--- src/rtl/spi_tx_arbiter.sv ---
// Two-requester round-robin arbiter feeding framed bytes to an SPI slave transmitter.
// Define SPI_TX_HDR_EN to prefix each frame with a {requester id, byte count} header byte.
module spi_tx_arbiter #(
   parameter int unsigned LEN_W = 7
) (
   input  logic             clk,
   input  logic             reset,
   input  logic [1:0]       req,
   input  logic [LEN_W-1:0] len0,
   input  logic [LEN_W-1:0] len1,
   input  logic [7:0]       rd_data0,
   input  logic [7:0]       rd_data1,
   input  logic             send_complete,
   output logic [1:0]       gnt,
   output logic             rd_en,
   output logic [7:0]       tx_data,
   output logic             tx_load,
   output logic [1:0]       frame_done,
   output logic             busy
);

`ifdef SPI_TX_HDR_EN
   typedef enum logic [2:0] {StIdle, StHdr, StFetch, StLoad, StWaitTx, StDone} state_e;
`else
   typedef enum logic [2:0] {StIdle, StFetch, StLoad, StWaitTx, StDone} state_e;
`endif

   state_e           state_q, state_d;
   logic [1:0]       gnt_q, gnt_d;
   logic             id_q, id_d;
   logic             last_q, last_d;
   logic [LEN_W-1:0] cnt_q, cnt_d;
   logic [7:0]       tx_data_q, tx_data_d;
   logic             tx_load_q, tx_load_d;
   logic [1:0]       frame_done_q, frame_done_d;

   logic             win_id;
   logic [LEN_W-1:0] win_len;
   logic [7:0]       rd_data_sel;

   // On a tie the requester that was not served last wins.
   assign win_id      = (req == 2'b11) ? ~last_q : req[1];
   assign win_len     = win_id ? len1 : len0;
   assign rd_data_sel = id_q ? rd_data1 : rd_data0;

   always_comb begin
      state_d      = state_q;
      gnt_d        = gnt_q;
      id_d         = id_q;
      last_d       = last_q;
      cnt_d        = cnt_q;
      tx_data_d    = tx_data_q;
      tx_load_d    = 1'b0;
      frame_done_d = 2'b00;

      unique case (state_q)
         StIdle: begin
            if (req != 2'b00) begin
               gnt_d = {win_id, ~win_id};
               id_d  = win_id;
               cnt_d = win_len;
`ifdef SPI_TX_HDR_EN
               state_d = StHdr;
`else
               state_d = (win_len == '0) ? StDone : StFetch;
`endif
            end
         end
`ifdef SPI_TX_HDR_EN
         StHdr: begin
            tx_data_d = {id_q, 7'(cnt_q)};
            tx_load_d = 1'b1;
            state_d   = StWaitTx;
         end
`endif
         StFetch: begin
            state_d = StLoad;
         end
         StLoad: begin
            tx_data_d = rd_data_sel;
            tx_load_d = 1'b1;
            cnt_d     = cnt_q - LEN_W'(1);
            state_d   = StWaitTx;
         end
         StWaitTx: begin
            if (send_complete) begin
               state_d = (cnt_q != '0) ? StFetch : StDone;
            end
         end
         StDone: begin
            frame_done_d = gnt_q;
            gnt_d        = 2'b00;
            last_d       = id_q;
            state_d      = StIdle;
         end
         default: begin
            state_d = StIdle;
         end
      endcase
   end

   always_ff @(posedge clk) begin
      if (reset) begin
         state_q      <= StIdle;
         gnt_q        <= 2'b00;
         id_q         <= 1'b0;
         last_q       <= 1'b1;
         cnt_q        <= '0;
         tx_data_q    <= 8'h00;
         tx_load_q    <= 1'b0;
         frame_done_q <= 2'b00;
      end else begin
         state_q      <= state_d;
         gnt_q        <= gnt_d;
         id_q         <= id_d;
         last_q       <= last_d;
         cnt_q        <= cnt_d;
         tx_data_q    <= tx_data_d;
         tx_load_q    <= tx_load_d;
         frame_done_q <= frame_done_d;
      end
   end

   assign gnt        = gnt_q;
   assign rd_en      = (state_q == StFetch);
   assign tx_data    = tx_data_q;
   // Suppress a pending load pulse while reset is being applied.
   assign tx_load    = tx_load_q & ~reset;
   assign frame_done = frame_done_q;
   assign busy       = (state_q != StIdle);

endmodule
--- config.mk ---
export PLATFORM = sky130hd
export DESIGN_NAME = spi_tx_arbiter
export DESIGN_NICKNAME = d
export VERILOG_FILES = /design/src/rtl/spi_tx_arbiter.sv
export SDC_FILE = /design/constraint.sdc
export NUM_CORES = 1
export LEC_CHECK = 0
export ABC_CLOCK_PERIOD_IN_PS = 3000
export CAP_MARGIN = 20
export CORE_MARGIN = 2
export CORE_UTILIZATION = 47
export DETAILED_ROUTE_END_ITERATION = 6
export GPL_TIMING_DRIVEN = 0
export PLACE_DENSITY = 0.93
export SETUP_SLACK_MARGIN = 0.15
export SLEW_MARGIN = 40
export SYNTH_ARGS = -nofsm -noshare
export SYNTH_HDL_FRONTEND = slang
export SYNTH_SLANG_ARGS = --single-unit
--- constraint.sdc ---
create_clock -name clk -period 3 [get_ports clk]
set_clock_uncertainty 0.15 [all_clocks]
set_input_delay 0.9 -clock clk [delete_from_list [all_inputs] [get_ports clk]]
set_output_delay 0.9 -clock clk [all_outputs]
set_load 0.02 [all_outputs]
==> flow_summary.json <==
{
  "run_status": "completed",
  "synth_sequential_area_ratio": 0.370,
  "average_detailed_routed_wire_length_per_instance_um": 15.1,
  "ys_seq_elements": 25,
  "synth_top_cell_area_share": 0.370,
  "synthMostInstantiatedCell": "dfxtp_1",
  "fp.dieH_um": 57.6,
  "fillers": 230,
  "drive_gt1_frac": 0.107,
  "number_of_enable_flip_flop_cells_after_synthesis": 0,
  "synth_area_um2": 1350,
  "die_width_um": 57.6,
  "placementRows": 19,
  "grt_max_degree": 15,
  "syn_nets": 191,
  "criticalPathCategory": "flip-flop to output pin",
  "hpwl_um": 2760,
  "die_area_um2": 3320,
  "grt_antenna_before_repair": 0,
  "cts_num_sinks": 25,
  "final_antenna_net_count": 0,
  "critPathArrivalTime_ps": 1720,
  "achievable-frequency_ghz": 0.361,
  "globalplace.congestion": 0.855,
  "asyncSetResetFlopFracSynth": 0,
  "route.top_layer_used": "met4",
  "synth_largest_area_cell": "dfxtp_1",
  "period_share": 0.922,
  "ys_top_cells_by_count": "25 x dfxtp_1, 21 x nor2_1, 10 x mux2i_1, 9 x a211oi_1, 8 x nand2_1",
  "layout.nets": 244,
  "antenna_cells_inserted": 0,
  "grt_pass1_vias": 1409,
  "synthDistinctLibCells": 39,
  "postSynthAreaPerCell_um2": 8.78,
  "p_leak_nw": 0.698,
  "aggregate_routed_wire_length_um": 3570,
  "critical_path.slowest_cell": "clkdlybuf4s50_1",
  "met2_length_um": 1810,
  "finalSetupViolations": 0,
  "insertion_delay_ps": 330,
  "setup-tns-final_ps": 0,
  "final_hold_violating_endpoints": 0,
  "crit_path_cell_trace": "buf_6 > nor3_2 > inv_1 > clkdlybuf4s50_1",
  "ir_drop_mv": 0.333,
  "hold_path_class": "flip-flop to flip-flop",
  "route.detailed.drc": 0,
  "grt_pass1_wl_um": 5790,
  "cts-buffers-inserted": 3,
  "met3RoutedLength_um": 221,
  "floorplan_core_area_um2": 2730,
  "cts_root_buffer": "clkbuf_4",
  "detail_route.iter0.violations": 47,
  "worst_setup_margin_ps": 234,
  "ys_dominant_reg_cell": "dfxtp_1",
  "critPathLaunchType": "flip-flop",
  "multiInputGateArea_um2": 758,
  "avgViaCountPerCell": 5.76,
  "setup.worst_path.end_class": "output pin",
  "io_pins": 50,
  "post_synth_main_area_contributors": "dfxtp_1 37%, mux2i_1 7.4%, nor2_1 5.8%",
  "tritoncts_clock_tree": "yes",
  "post_syn_instances": 154,
  "max-clock-path-buffers": 2,
  "placement.io_buffers": 48,
  "worst_slew_margin_rel": 0.675,
  "count_of_max_cap_constraint_violations": 0,
  "drt_pre_antenna_iters": 4,
  "detailroute.via_count": 1364,
  "crit_path_max_incr_delay_ps": 550,
  "yosysWarningCount": 0,
  "gr-usage-all-layers": 0.226,
  "htree_num_levels": 1,
  "cp_data_required_time_ps": 1950,
  "wl_met1_um": 1430,
  "total_grt_overflow": 0,
  "grt_setup_unrepaired": "no",
  "cts_hold_buf": 0,
  "tightest_slew_ps": 487,
  "power.density_nw_per_um2": 526,
  "initial_core_utilization": 0.495,
  "fin_crit_ps": 2770,
  "worst_slack_at_placement_ps": 69.0,
  "ff_latch_area_um2": 500,
  "cp_max_fo": 10,
  "clk_pin_slew_worst_paths_ps": 140,
  "report.final.slew_viol_count": 0,
  "layout-area-overhead-vs-synth_pct": 40.5
}
[repair_timing]
item	in CTS	in global routing
setup endpoints to repair	1	1
resized for setup	1	1
buffers inserted	0	0
hold endpoints to repair	0	0
[cell usage in the layout, fill, tap and decap left out, types with 4 or more instances in the layout]
cell and instances:
nand3_1 5, inv_1 4, nor2_1 21, mux2i_1 10, nand2_1 8, o21ai_1 7
dfxtp_1 25, clkdlybuf4s50_1 46, nor2b_1 5, buf_6 4, a211oi_1 9, nor3_1 5
[layer usage]
metal	GRT usage	up-vias
met5	0	-
met4	0.133	0
met3	0.0379	15
met2	0.420	59
met1	0.236	626
li1	-	664
[registers in the layout, summed over array words and instances, names as in the netlist]
signal	flops
id_q	1
tx_data	8
last_q	1
gnt	2
cnt_q	7
tx_load_q	1
frame_done	2
state_q	3
[cell families after synthesis]
family          share of synthesized area
compound gates                      0.166
fa+ha+maj                          0.0185
buf+inv                            0.0694
flops                               0.370
mux                                 0.116
simple gates                        0.261
[final cells by class]
type,instances,share of cell area
clock inverter,1,0.00263
sequential,25,0.263
inverter,4,0.00790
buffer,11,0.0415
multi-input combinational,114,0.399
timing repair buffer,48,0.253
tap,31,0.0204
clock buffer,3,0.0118
[critical path: cells and delay by family, from the launching register on]
kind                   cells  cell delay (ps)
flip-flops                 1              350
AND/OR/NAND/NOR            1              240
buffers and inverters      3              790
[per-stage QoR]
stage / power (mW) / hold WS (ps) / cells / area [um^2] / utilization
after floorplan: 0.683 / 307 / 154 / 1350 / -
after global placement: 0.825 / 329 / 233 / 1870 / 0.685
after detailed placement: 0.845 / 333 / 233 / 1870 / 0.685
after CTS: 0.997 / 353 / 237 / 1900 / 0.694
after global routing: 1.07 / 381 / 237 / 1900 / 0.695
final: 0.999 / 353 / 237 / 1900 / 0.695
[path summary, 6_finish.rpt]
check | to | cells after the start | slack, ps | from
worst max-delay path | busy | 4 | 230 | state_q[2]
worst min-delay path | frame_done[0] | 1 | 350 | gnt[0]
worst max register to register | cnt_q[2] | 5 | 1310 | state_q[2]
worst min register to register | frame_done[0] | 1 | 350 | gnt[0]
[power breakdown]
part | switching (mW) | total (mW) | internal, mW | leakage, nW
Clock | 0.108 | 0.158 | 0.0502 | 0.0177
Combinational | 0.222 | 0.426 | 0.204 | 0.475
Sequential | 0.0325 | 0.414 | 0.382 | 0.205
No activity file was read; power rests on OpenSTA's default activity.
